`config.mk`:
```
export PLATFORM = sky130hd
export DESIGN_NAME = mc_timer_mailbox
export DESIGN_NICKNAME = d
export VERILOG_FILES = /design/src/rtl/mc_timer_mailbox.sv
export SDC_FILE = /design/constraint.sdc
export NUM_CORES = 1
export LEC_CHECK = 0
export ABC_CLOCK_PERIOD_IN_PS = 3100
export CORE_AREA = 3 3 193 233
export CTS_BUF_LIST = sky130_fd_sc_hd__clkbuf_4 sky130_fd_sc_hd__clkbuf_8
export CTS_CLUSTER_DIAMETER = 120
export DETAILED_ROUTE_END_ITERATION = 7
export DIE_AREA = 0 0 196 236
export PLACE_DENSITY = 0.79
export SLEW_MARGIN = 0
export SYNTH_ARGS = -nofsm -noshare
export SYNTH_HDL_FRONTEND = slang
export SYNTH_SLANG_ARGS = --single-unit
```
`constraint.sdc`:
```
create_clock -name clock -period 3.1 [get_ports clock]
set_input_delay 0.31 -clock clock [delete_from_list [all_inputs] [get_ports clock]]
set_output_delay 0.31 -clock clock [all_outputs]
set_load 0.005 [all_outputs]
```
`src/rtl/mc_timer_mailbox.sv`:
```
// MCU async-bus mailbox: SRAM window plus a compare timer with level interrupts.
// Optional define MC_TIMER_AUTORELOAD_EN restarts the counter on a channel-0 match.
module mc_timer_mailbox #(
  parameter int MC_DATA_WIDTH = 16,
  parameter int MC_ADD_WIDTH  = 6,
  parameter int NUM_IRQ       = 2
) (
  input  logic                     clock,
  input  logic                     reset,
  input  logic                     mc_ce,
  input  logic                     mc_oe,
  input  logic                     mc_we,
  input  logic [MC_ADD_WIDTH-1:0]  mc_add,
  input  logic [MC_DATA_WIDTH-1:0] mc_din,
  output logic [MC_DATA_WIDTH-1:0] mc_dout,
  output logic                     mc_data_oe,
  output logic [NUM_IRQ-1:0]       irq_n
);

  localparam int OFF_W = MC_ADD_WIDTH - 1;
  localparam int DEPTH = 2 ** OFF_W;

  logic [2:0]               strb_s1, strb_s2;
  logic [MC_ADD_WIDTH-1:0]  add_s1, add_s2;
  logic [MC_DATA_WIDTH-1:0] din_s1, din_s2;
  logic                     is_write, is_read, prev_write, commit;
  logic                     reg_space;
  logic [OFF_W-1:0]         offset;
  logic                     wr_sram, wr_ctrl, wr_stat, wr_mask;
  logic [NUM_IRQ-1:0]       wr_cmp, match, w1c;
  logic                     run;
  logic [NUM_IRQ-1:0]       stat, mask;
  logic [MC_DATA_WIDTH-1:0] count;
  logic [MC_DATA_WIDTH-1:0] cmp [NUM_IRQ];
  logic [MC_DATA_WIDTH-1:0] mem [DEPTH];
  logic [MC_DATA_WIDTH-1:0] rd_data;

  // Strobes idle high so reset can never be mistaken for a bus access.
  always_ff @(posedge clock) begin
    if (!reset) begin
      strb_s1 <= '1;
      strb_s2 <= '1;
    end else begin
      strb_s1 <= {mc_ce, mc_oe, mc_we};
      strb_s2 <= strb_s1;
    end
  end

  always_ff @(posedge clock) begin
    add_s1 <= mc_add;
    add_s2 <= add_s1;
    din_s1 <= mc_din;
    din_s2 <= din_s1;
  end

  assign is_write  = (strb_s2 == 3'b010);
  assign is_read   = (strb_s2 == 3'b001);
  assign commit    = reset & is_write & ~prev_write;
  assign reg_space = add_s2[MC_ADD_WIDTH-1];
  assign offset    = add_s2[OFF_W-1:0];
  assign wr_sram   = commit & ~reg_space;
  assign wr_ctrl   = commit & reg_space & (offset == OFF_W'(0));
  assign wr_stat   = commit & reg_space & (offset == OFF_W'(1));
  assign wr_mask   = commit & reg_space & (offset == OFF_W'(2));
  assign w1c       = wr_stat ? din_s2[NUM_IRQ-1:0] : '0;

  always_comb begin
    for (int n = 0; n < NUM_IRQ; n++) begin
      wr_cmp[n] = commit & reg_space & (offset == OFF_W'(4 + n));
      match[n]  = run & (count == cmp[n]);
    end
  end

  always_ff @(posedge clock) begin
    if (!reset) prev_write <= 1'b0;
    else        prev_write <= is_write;
  end

  // CLR beats reload, reload beats increment.
  always_ff @(posedge clock) begin
    if (!reset) begin
      count <= '0;
    end else if (wr_ctrl && din_s2[1]) begin
      count <= '0;
`ifdef MC_TIMER_AUTORELOAD_EN
    end else if (match[0]) begin
      count <= '0;
`endif
    end else if (run) begin
      count <= count + MC_DATA_WIDTH'(1);
    end
  end

  always_ff @(posedge clock) begin
    if (!reset) begin
      run   <= 1'b0;
      mask  <= '0;
      stat  <= '0;
      irq_n <= '1;
      for (int n = 0; n < NUM_IRQ; n++) cmp[n] <= '1;
    end else begin
      if (wr_ctrl) run <= din_s2[0];
      if (wr_mask) mask <= din_s2[NUM_IRQ-1:0];
      stat  <= (stat & ~w1c) | match;
      irq_n <= ~(stat & mask);
      for (int n = 0; n < NUM_IRQ; n++)
        if (wr_cmp[n]) cmp[n] <= din_s2;
    end
  end

  // Mailbox contents deliberately survive reset.
  always_ff @(posedge clock) begin
    if (wr_sram) mem[offset] <= din_s2;
  end

  always_comb begin
    rd_data = '0;
    if (!reg_space) begin
      rd_data = mem[offset];
    end else begin
      case (offset)
        OFF_W'(0): rd_data[0] = run;
        OFF_W'(1): rd_data[NUM_IRQ-1:0] = stat;
        OFF_W'(2): rd_data[NUM_IRQ-1:0] = mask;
        OFF_W'(3): rd_data = count;
        default:   ;
      endcase
      for (int n = 0; n < NUM_IRQ; n++)
        if (offset == OFF_W'(4 + n)) rd_data = cmp[n];
    end
  end

  always_ff @(posedge clock) begin
    if (!reset) begin
      mc_data_oe <= 1'b0;
      mc_dout    <= '0;
    end else begin
      mc_data_oe <= is_read;
      if (is_read) mc_dout <= rd_data;
    end
  end

endmodule

```
==> summary.txt, run 1 <==
Die
  • Initial Utilization: 0.568
  • Die width: 196 um
  • Die area: 0.0463 mm^2
  • Die Y-Extent: 236 um
  • IO Count: 46
  • Core area: 0.0428 mm^2
  • Row count: 83

Route
  • Drt pass-1 iters: 5
  • Post-detailed-route wirelength per cell: 28.7 um
  • Remaining routing DRC violations: 0
  • Mean number of vias per cell: 6.44
  • DR iter-0 viols: 1693
  • Final antenna-violating net count: 0
  • Via Count: 13565
  • Total routed wirelength: 60500 um

Critical path
  • Worst reg2reg path depth: 7
  • CP Launch Type: flop
  • Crit path cell chain: buf_12 -> mux4_2 -> a22oi_1 -> buf_4 -> nand4_1 -> nand2_1 -> a31oi_1
  • Worst path arrival time: 3.19 ns
  • CP max FO: 40
  • Reg2Reg Setup Slack: 0.46 ns
  • Slowest stage delay, CP: 0.58 ns
  • CP required: 3.65 ns
  • Reg2reg start: add_s2[0]
  • End point of the critical path: mc_dout[1]
  • RR Endpoint: mc_dout[1]
  • Critical Path Source: add_s2[0]
  • Kind of critical path: flop to flop
  • CP endpoint kind: flop
  • Critical path's slowest cell: dfxtp_4

Power and ir drop
  • Clock power share: 0.410
  • Net Sw Power: 3.53 mW
  • Sw Ratio: 0.206
  • PwrDens: 611 mW/mm^2
  • Worst VDD drop: 0.000437 V
  • Combinational cell fraction of total power: 0.042
  • Pint: 13.6 mW
  • Part of the power in registers: 0.548
  • Lkg Pwr: 9.21 nW

Clocking
  • Clk pin slew, worst setup/hold paths: 0.06 ns
  • Setup repair bufs after CTS: 0
  • TritonCTS clock tree: yes
  • Clock Root Buffer: clkbuf_8
  • Htree depth: 3
  • Hold-fix buffers, CTS: 0
  • Clk_lat worst skew: 0.67 ns
  • CTS sink count: 635
  • CTS Buffer Depth: 3
  • Post-CTS sizing: 0
  • CTS buffer count: 94

Synthesis
  • Post-synthesis sequential area ratio: 0.747
  • Netlist cell types: 71
  • Yosys warning total: 0
  • Fraction of registers with async set/reset: 0
  • Yosys top cell area share: 0.672
  • Prevailing post-synth register cell: edfxtp_1
  • Avg Synthesized Cell Area: 18.7 um^2
  • Ranking of synthesized cells by area: edfxtp_1, mux4_2, dfxtp_1, mux2i_1, mux4_1
  • Post-synth EDFFs: 544
  • Cell taking the most area after synthesis: edfxtp_1
  • Mapped cell area: 0.0243 mm^2
  • Post-synthesis register bit count: 635
  • Syn Nets: 1328
  • Cells after Synth: 1300

Final layout
  • Area of the multi-input gates: 0.00573 mm^2
  • Share of cells above drive strength 1: 0.258
  • NumNets Final: 1510
  • Commonest cells after routing, fill and taps aside: edfxtp_1, buf_4, clkbuf_8
  • Reg area: 0.0182 mm^2
  • Design area: 0.0280 mm^2
  • Commonest non-fill, non-tap cell in the layout: edfxtp_1
  • Area growth from synthesis to layout: 15.1%
  • Fill cell count: 2767

Global routing
  • Initial antenna violation count: 1
  • Largest net degree at the start of global routing: 47
  • Vias in the first global route: 13583
  • GR Util All Layers: 0.264
  • GRT overflow: 0
  • First-pass GRT wire length: 89200 um

STA
  • Worst slew margin: 0.119
  • Skew final: 0.0210 ns
  • Setup Viol. Count Final: 0
  • RSZ-0062 raised after global routing: false
  • Slew Limit Fails: 0
  • Min Tclk post-route: 2.64 ns
  • Tcrit/Tclk final: 0.852
  • Peak Freq: 378 MHz
  • Worst-Margin Slew: 1.32 ns
  • Fin Setup TNS: 0 ns
  • Hold Fails Final Rpt: 0

Min path
  • Hold Crit Start: mc_din[11]
  • Hold WC Path Type: input port to flop

Placement
  • Post-DP Area: 0.0260 mm^2
  • DP HPWL: 39500 um
  • GPL Wtd Cong: 0.971
  • I/O Buffers: 45

Flow run
  • Max-Cap Viols: 0

Run status
  • Status: finished, final reports clean
per-layer routing:
metal	global-route usage	routed length, um	vias up
li1	-	-	5625
met1	0.349	21500	6810
met2	0.425	30100	943
met3	0.0539	6110	187
met4	0.124	2840	0
met5	0	0	-
cells by family (layout without fill, tap and decap cells):
family                     count (synthesis)  after routing  synth area share
DFF                                      635            635             0.747
and+or+nand+nor                          227            227            0.0502
muxes                                    172            172             0.126
AOI/OAI and AO/OA                        137            137            0.0409
buffers and inverters                     81            336            0.0184
xor gates and xnor gates                  47             47            0.0169
adders and majority gates                  1              1          0.000514
other                                      0              1                 0
through the flow:
step | total power, mW | hold WS [ns] | utilization | instances | worst slack, ns
global placement | 10.2 | 0.310 | 0.608 | 1938 | 0.511
floorplan | 9.93 | 0.310 | - | 1300 | 0.257
finish | 17.1 | 0.0836 | 0.654 | 2108 | 0.458
global route | 17.6 | 0.0698 | 0.654 | 2108 | 0.288
CTS | 17.2 | 0.0384 | 0.654 | 2107 | 0.524
detailed placement | 10.2 | 0.312 | 0.608 | 1938 | 0.477
Yosys cell counts (10+ instances only):
cell type,count
buf_4,10
a22o_1,10
nor3_1,10
edfxtp_1,544
mux2_2,11
nand2_1,40
o21ai_0,13
a21oi_1,15
xor2_1,14
o22ai_1,21
nand3_1,24
or2_2,15
xnor2_1,33
mux2i_1,58
mux4_1,13
a22oi_1,31
clkbuf_1,38
buf_2,15
nor2_1,62
nand4_1,19
dfxtp_1,91
mux4_2,90
power groups by stage:
stage | registers (mW) | logic [mW] | clock network (mW)
2_1_floorplan | 9.54 | 0.388 | 0
3_3_place_gp | 9.54 | 0.682 | 0
3_5_place_dp | 9.54 | 0.698 | 0
4_1_cts | 9.36 | 0.701 | 7.11
5_1_grt | 9.36 | 0.739 | 7.50
6_report | 9.36 | 0.711 | 7.01
worst max-delay path, delay by kind of cell (launching register included):
kind | cells | cell delay, ns
buffers and inverters | 2 | 0.55
flip-flops | 1 | 0.58
AND/OR/NAND/NOR | 2 | 0.23
AO/OA/AOI/OAI | 2 | 0.59
multiplexers | 1 | 0.57
worst min path at each step:
stage / to / slack [ns] / cells past startpoint
finish: din_s1[11] / 0.08 / 1
global route: din_s1[11] / 0.07 / 1
CTS: din_s1[11] / 0.04 / 1
detailed placement: din_s2[10] / 0.31 / 0
global placement: din_s2[8] / 0.31 / 0
floorplan: add_s2[0] / 0.31 / 0
registers in the layout, indices dropped and copies added, names as in the netlist:
name / cells
strb_s1: 3
strb_s2: 3
add_s2: 6
mc_dout: 16
stat: 2
count: 16
add_s1: 6
din_s1: 16
mask: 2
mc_data_oe: 1
run: 1
mem: 512
din_s2: 16
irq_n: 2
cmp: 32
prev_write: 1
final cells by class:
type	count	share of cell area
multi-input cells	584	0.205
well taps	552	0.0247
inverters	6	0.000805
diodes	1	0.0000894
flip-flops and latches	635	0.649
clock inverters	28	0.0101
repair buffers	161	0.0499
clock buffers	141	0.0604
(Power assumes the default switching activity.)
==> inputs of run 2 (changes only) <==
--- a/config.mk
+++ b/config.mk
@@ -5,12 +5,13 @@
 export SDC_FILE = /design/constraint.sdc
 export NUM_CORES = 1
 export LEC_CHECK = 0
+export ABC_AREA = 1
 export ABC_CLOCK_PERIOD_IN_PS = 3100
-export CORE_AREA = 3 3 193 233
+export CORE_AREA = 3 3 197 238
 export CTS_BUF_LIST = sky130_fd_sc_hd__clkbuf_4 sky130_fd_sc_hd__clkbuf_8
 export CTS_CLUSTER_DIAMETER = 120
 export DETAILED_ROUTE_END_ITERATION = 7
-export DIE_AREA = 0 0 196 236
+export DIE_AREA = 0 0 200 241
 export PLACE_DENSITY = 0.79
 export SLEW_MARGIN = 0
 export SYNTH_ARGS = -nofsm -noshare
==> constraint.sdc (replaced) <==
create_clock -name clock -period 3.1 [get_ports clock]
set_input_delay 0.465 -clock clock [delete_from_list [all_inputs] [get_ports clock]]
set_output_delay 0.465 -clock clock [all_outputs]
set_load 0.005 [all_outputs]
==> run 2 against run 1 <==
  * Cell area increased by 2.0%
  * Maximum frequency decreased by 1.8%
  * Sequential share of layout area decreased by 1.2 points
  * Register-to-register slack got worse by 0.05 ns
  * Die area increased by 4.2%
  * Largest power group unchanged
  * Setup slack got worse by 0.049 ns
  * Critical path type unchanged
==> summary.txt, run 2 <==
Final layout
  • Share of cells above drive strength 1: 0.100
  • Commonest cells after routing, fill and taps aside: nand2_1, edfxtp_1, clkbuf_8
  • Biggest register: mem
  • Area growth from synthesis to layout: 12.5%
  • Fill cell count: 3289
  • Largest register FFs: 512
  • Final std cells w/o fill: 3172
  • Utilization after layout: 0.637
  • Commonest non-fill, non-tap cell in the layout: nand2_1
  • NumNets Final: 2518
  • Design area: 0.0285 mm^2
  • Biggest regs: mem (512), cmp (32)

Placement
  • Placed Instances: 3004
  • Post-DP Area: 0.0267 mm^2
  • DP HPWL: 39400 um
  • I/O Buffers: 45
  • GPL Wtd Cong: 0.968

Route
  • Final antenna-violating net count: 0
  • Remaining routing DRC violations: 0
  • Drt pass-1 iters: 6
  • DR iter-0 viols: 2468
  • Post-detailed-route wirelength per cell: 20.4 um
  • Via Count: 17764
  • Mean number of vias per cell: 5.60
  • Total routed wirelength: 64700 um

Die
  • Die Y-Extent: 241 um
  • Core area: 0.0448 mm^2
  • IO Count: 46
  • Die width: 200 um
  • Initial Utilization: 0.566
  • Row count: 85
  • Die area: 0.0482 mm^2

Clocking
  • CTS buffer count: 93
  • Setup repair bufs after CTS: 0
  • Htree depth: 3
  • TritonCTS clock tree: yes
  • Clk_lat worst skew: 0.69 ns
  • Post-CTS sizing: 0
  • CTS Buffer Depth: 3
  • Hold-fix buffers, CTS: 0
  • CTS sink count: 635
  • Clock Root Buffer: clkbuf_8
  • Clk pin slew, worst setup/hold paths: 0.06 ns

Synthesis
  • Cell taking the most area after synthesis: edfxtp_1
  • Netlist cell types: 36
  • Post-synthesis sequential area ratio: 0.716
  • Yosys top cell area share: 0.644
  • Prevailing post-synth register cell: edfxtp_1
  • Avg Synthesized Cell Area: 10.6 um^2
  • Count leader, synth: nand2_1
  • Post-synth EDFFs: 544
  • Post-synthesis register bit count: 635
  • Cells after Synth: 2384
  • Mapped cell area: 0.0254 mm^2
  • Fraction of registers with async set/reset: 0
  • Yosys warning total: 0
  • Syn Nets: 2412
  • Ranking of synthesized cells by area: edfxtp_1, nand2_1, dfxtp_1, a21oi_1, nor2_1
  • Synth top cells by count: nand2_1, edfxtp_1, dfxtp_1, nor2_1, a21oi_1

STA
  • Worst slew margin: 0.297
  • Setup Viol. Count Final: 0
  • Peak Freq: 372 MHz
  • RSZ-0062 raised after global routing: false
  • Hold Fails Final Rpt: 0
  • Fin Setup TNS: 0 ns
  • Min Tclk post-route: 2.69 ns
  • Slew Limit Fails: 0
  • Skew final: 0.0466 ns
  • Tcrit/Tclk final: 0.868
  • Worst-Margin Slew: 1.05 ns

Global routing
  • Largest net degree at the start of global routing: 84
  • Initial antenna violation count: 1
  • Vias in the first global route: 17342
  • GR Util All Layers: 0.272
  • First-pass GRT wire length: 97500 um
  • GRT overflow: 0

Power and ir drop
  • Worst VDD drop: 0.000340 V
  • Part of the power in registers: 0.566
  • Pwr Total: 16.8 mW
  • Lkg Pwr: 11.1 nW
  • Combinational cell fraction of total power: 0.041
  • Net Sw Power: 3.74 mW
  • Clock power share: 0.393
  • PwrDens: 587 mW/mm^2
  • Sw Ratio: 0.223
  • Pint: 13.0 mW

Flow run
  • Max-Cap Viols: 0

Critical path
  • Worst path arrival time: 3.04 ns
  • Crit path cell chain: inv_6 -> nor2_1 -> buf_4 -> nand2_1 -> nor2_1 -> buf_4
  • Kind of critical path: flop to flop
  • Delay-heaviest family, CP: simple AND/OR/NAND/NOR gates
  • CP max FO: 47
  • Critical path's slowest cell: dfxtp_4
  • Worst reg2reg path depth: 6
  • CP endpoint kind: flop
  • WP depth: 6
  • Bufs and invs on worst path: 3
  • CP Launch Type: flop
  • Slowest stage delay, CP: 0.70 ns
  • CP required: 3.45 ns

Min path
  • Hold Crit Depth: 1
  • Hold WC Path Type: input port to flop

Run status
  • Status: finished, final reports clean
-- run 2: cell types whose count changed after synthesis, moves of 15 or more --
cell and delta:
mux4_2 -90, xnor2_1 -22, a21oi_1 +67, buf_2 +20
a22oi_1 -31, nor2_1 +29, o21ai_0 +49, nand3_1 +29
clkbuf_1 +15, mux2i_1 -58, inv_1 +73, nand2_1 +1147
o22ai_1 -18
-- run 2: final cells by class --
class                   instances  area [um^2]  share of cell area
inverters                      86          328              0.0115
diodes                          1         2.50           0.0000877
clock inverters                35          210             0.00737
clock buffers                 132         1610              0.0564
repair buffers                108          961              0.0337
well taps                     609          762              0.0267
flip-flops and latches        635        18200               0.637
multi-input cells            1566         6480               0.227
-- run 2: path summary, 6_finish.rpt --
path	startpoint	to	slack, ns
max	add_s2[0]	mem[5][11]	0.41
min	mc_add[4]	add_s1[4]	0.22
max reg2reg	add_s2[0]	mem[5][11]	0.41
min reg2reg	din_s1[1]	din_s2[1]	0.31
-- run 2: power by group through the flow --
stage | combinational [mW] | clock (mW) | sequential, mW
after global routing | 0.757 | 7.06 | 9.49
after floorplan | 0.425 | 0 | 9.54
after detailed placement | 0.674 | 0 | 9.66
after global placement | 0.657 | 0 | 9.66
after CTS | 0.678 | 6.66 | 9.48
final | 0.693 | 6.58 | 9.48
-- run 2: cells by family after synthesis --
family	count (synthesis)	share of synthesized area
adder cells (fa/ha/maj)	1	0.000493
AO/OA/AOI/OAI	174	0.0371
flip-flops	635	0.716
XOR/XNOR	17	0.00587
AND/OR/NAND/NOR	1374	0.211
buffers and inverters	183	0.0292
-- run 2: metal layers --
layer,vias to the layer above,global-route usage,part of all wire
met1,8245,0.341,0.36
met4,0,0.160,0.059
li1,8133,-,-
met5,-,0,0
met3,232,0.0525,0.10
met2,1154,0.444,0.48
-- run 2: stage by stage --
stage | worst slack (ns) | hold WS, ns
after floorplan | 0.451 | 0.310
after global placement | 0.229 | 0.310
after detailed placement | 0.149 | 0.312
after CTS | 0.510 | 0.174
after global routing | 0.301 | 0.188
final | 0.408 | 0.217
==> inputs of run 3 (changes only) <==
--- a/config.mk
+++ b/config.mk
@@ -6,13 +6,15 @@
 export NUM_CORES = 1
 export LEC_CHECK = 0
 export ABC_AREA = 1
-export ABC_CLOCK_PERIOD_IN_PS = 3100
-export CORE_AREA = 3 3 197 238
+export ABC_CLOCK_PERIOD_IN_PS = 3050
+export CELL_PAD_IN_SITES_DETAIL_PLACEMENT = 0
+export CELL_PAD_IN_SITES_GLOBAL_PLACEMENT = 1
+export CORE_AREA = 3 3 206 248
 export CTS_BUF_LIST = sky130_fd_sc_hd__clkbuf_4 sky130_fd_sc_hd__clkbuf_8
 export CTS_CLUSTER_DIAMETER = 120
 export DETAILED_ROUTE_END_ITERATION = 7
-export DIE_AREA = 0 0 200 241
-export PLACE_DENSITY = 0.79
+export DIE_AREA = 0 0 209 251
+export PLACE_DENSITY = 0.87
 export SLEW_MARGIN = 0
 export SYNTH_ARGS = -nofsm -noshare
 export SYNTH_HDL_FRONTEND = slang
==> constraint.sdc (replaced) <==
create_clock -name clock -period 3.05 [get_ports clock]
set_input_delay 0.4575 -clock clock [delete_from_list [all_inputs] [get_ports clock]]
set_output_delay 0.4575 -clock clock [all_outputs]
set_load 0.005 [all_outputs]
==> run 3 against run 2 <==
  * Maximum frequency grew 2.5%
  * Worst hold slack gained 0.0020 ns
  * Power up 3.1%
  * Global-route usage decreased by 2.0 points
==> summary.txt, run 3 (synthesis results as in run 2) <==
Placement
  • I/O Buffers: 45
  • GPL Wtd Cong: 0.894
  • Post-DP Area: 0.0268 mm^2
  • Placed Instances: 3044
  • Pre-CTS setup slack: -0.0483 ns
  • DP HPWL: 41100 um

Clocking
  • Post-CTS sizing: 0
  • Clk_lat worst skew: 0.69 ns
  • Clk pin slew, worst setup/hold paths: 0.06 ns
  • Hold-fix buffers, CTS: 0
  • Htree depth: 3
  • Clock Root Buffer: clkbuf_8
  • TritonCTS clock tree: yes
  • CTS Buffer Depth: 3
  • Setup repair bufs after CTS: 0
  • CTS buffer count: 94
  • CTS sink count: 635

STA
  • Worst slew margin: 0.326
  • Slew Limit Fails: 0
  • Skew final: 0.0328 ns
  • Min Tclk post-route: 2.63 ns
  • Peak Freq: 381 MHz
  • Hold Fails Final Rpt: 0
  • Fin Setup TNS: 0 ns
  • Setup Viol. Count Final: 0
  • Worst-Margin Slew: 1.01 ns
  • Setup ws final: 0.425 ns
  • RSZ-0062 raised after global routing: false
  • Tcrit/Tclk final: 0.861

Critical path
  • CP Launch Type: flop
  • Kind of critical path: flop to flop
  • CP max FO: 32
  • Slowest stage delay, CP: 0.64 ns
  • Critical path's slowest cell: dfxtp_4
  • Worst path arrival time: 3.00 ns
  • Crit path cell chain: nand2_1 -> inv_2 -> nand2_1 -> nor2_1 -> buf_4
  • Bufs and invs on worst path: 2
  • CP required: 3.42 ns
  • CP most frequent cell: nand2_1
  • CP endpoint kind: flop
  • Reg2reg start: add_s2[0]
  • Critical Path Source: add_s2[0]
  • Delay-heaviest family, CP: simple AND/OR/NAND/NOR gates

Route
  • Drt pass-1 iters: 5
  • Via Count: 17258
  • Remaining routing DRC violations: 0
  • Total routed wirelength: 66000 um
  • Mean number of vias per cell: 5.37
  • DR iter-0 viols: 1674
  • Final antenna-violating net count: 0
  • Post-detailed-route wirelength per cell: 20.5 um

Power and ir drop
  • Worst VDD drop: 0.000416 V
  • Net Sw Power: 3.85 mW
  • Combinational cell fraction of total power: 0.045
  • Part of the power in registers: 0.555
  • PwrDens: 600 mW/mm^2
  • Sw Ratio: 0.223
  • Lkg Pwr: 11.2 nW
  • Pint: 13.4 mW
  • Clock power share: 0.400

Final layout
  • Design area: 0.0288 mm^2
  • Biggest register: mem
  • Area growth from synthesis to layout: 13.4%
  • Final std cells w/o fill: 3215
  • NumNets Final: 2531
  • Commonest non-fill, non-tap cell in the layout: nand2_1
  • Share of cells above drive strength 1: 0.109
  • Commonest cells after routing, fill and taps aside: nand2_1, edfxtp_1, clkbuf_8
  • Largest register FFs: 512
  • Biggest regs: mem (512), cmp (32)

Global routing
  • Initial antenna violation count: 1
  • First-pass GRT wire length: 98900 um
  • GRT overflow: 0
  • Largest net degree at the start of global routing: 87
  • Vias in the first global route: 16843
  • GR Util All Layers: 0.252

Die
  • Die area: 0.0525 mm^2
  • Die width: 209 um
  • IO Count: 46
  • Core area: 0.0490 mm^2
  • Die Y-Extent: 251 um
  • Initial Utilization: 0.518
  • Row count: 89

Run status
  • Status: finished, final reports clean

Min path
  • Hold Crit Start: mc_din[0]
  • Hold WC Path Type: input port to flop

Flow run
  • Max-Cap Viols: 0
## run 3: cell types whose count changed in the layout (fill, tap and decap cells not counted), sizes merged
cell / before / now
buf: 63 / 75
inv: 87 / 90
clkinv: 30 / 26
clkbuf: 132 / 135
bufinv: 2 / 3
## run 3: power by group through the flow
stage | sequential [mW] | combinational, mW | clock (mW)
5_1_grt | 9.58 | 0.852 | 7.45
4_1_cts | 9.58 | 0.774 | 7.03
3_5_place_dp | 9.76 | 0.771 | 0
3_3_place_gp | 9.76 | 0.763 | 0
2_1_floorplan | 9.70 | 0.432 | 0
6_report | 9.58 | 0.782 | 6.91
## run 3: per-layer routing
metal / routed length (um) / track usage / vias up
met4: 3430 / 0.133 / 0
met1: 25900 / 0.327 / 8172
met2: 31400 / 0.408 / 792
met5: 0 / 0 / -
met3: 5320 / 0.0437 / 150
li1: - / - / 8144
## run 3: stage by stage
step                      hold slack, ns  utilization  power, mW
after floorplan                    0.310            -       10.1
after global placement             0.310        0.548       10.5
after detailed placement           0.312        0.548       10.5
after CTS                          0.160        0.587       17.4
after global routing               0.175        0.587       17.9
final                              0.219        0.587       17.3
## run 3: cell type report
cell class	count	area, um^2
multi-input combinational	1566	6480
inverter	86	328
timing repair buffer	120	1060
fill	3998	20200
clock inverter	35	267
clock buffer	135	1650
sequential	635	18200
tap	637	797
antenna	1	2.50
## run 3: path summary, 6_finish.rpt
| check | endpoint | slack [ns] | depth (start not counted) |
|---|---|---|---|
| worst min-delay path | din_s1[0] | 0.22 | 1 |
| worst max-delay path | mem[31][4] | 0.42 | 5 |
| worst min register to register | din_s2[1] | 0.32 | 0 |
| worst max register to register | mem[31][4] | 0.42 | 5 |
## run 3: worst register-to-register path, stage by stage (launching register included)
cell and delay (ns):
dfxtp_4 0.64, nand2_1 0.20, inv_2 0.42, nand2_1 0.45, nor2_1 0.33, buf_4 0.28
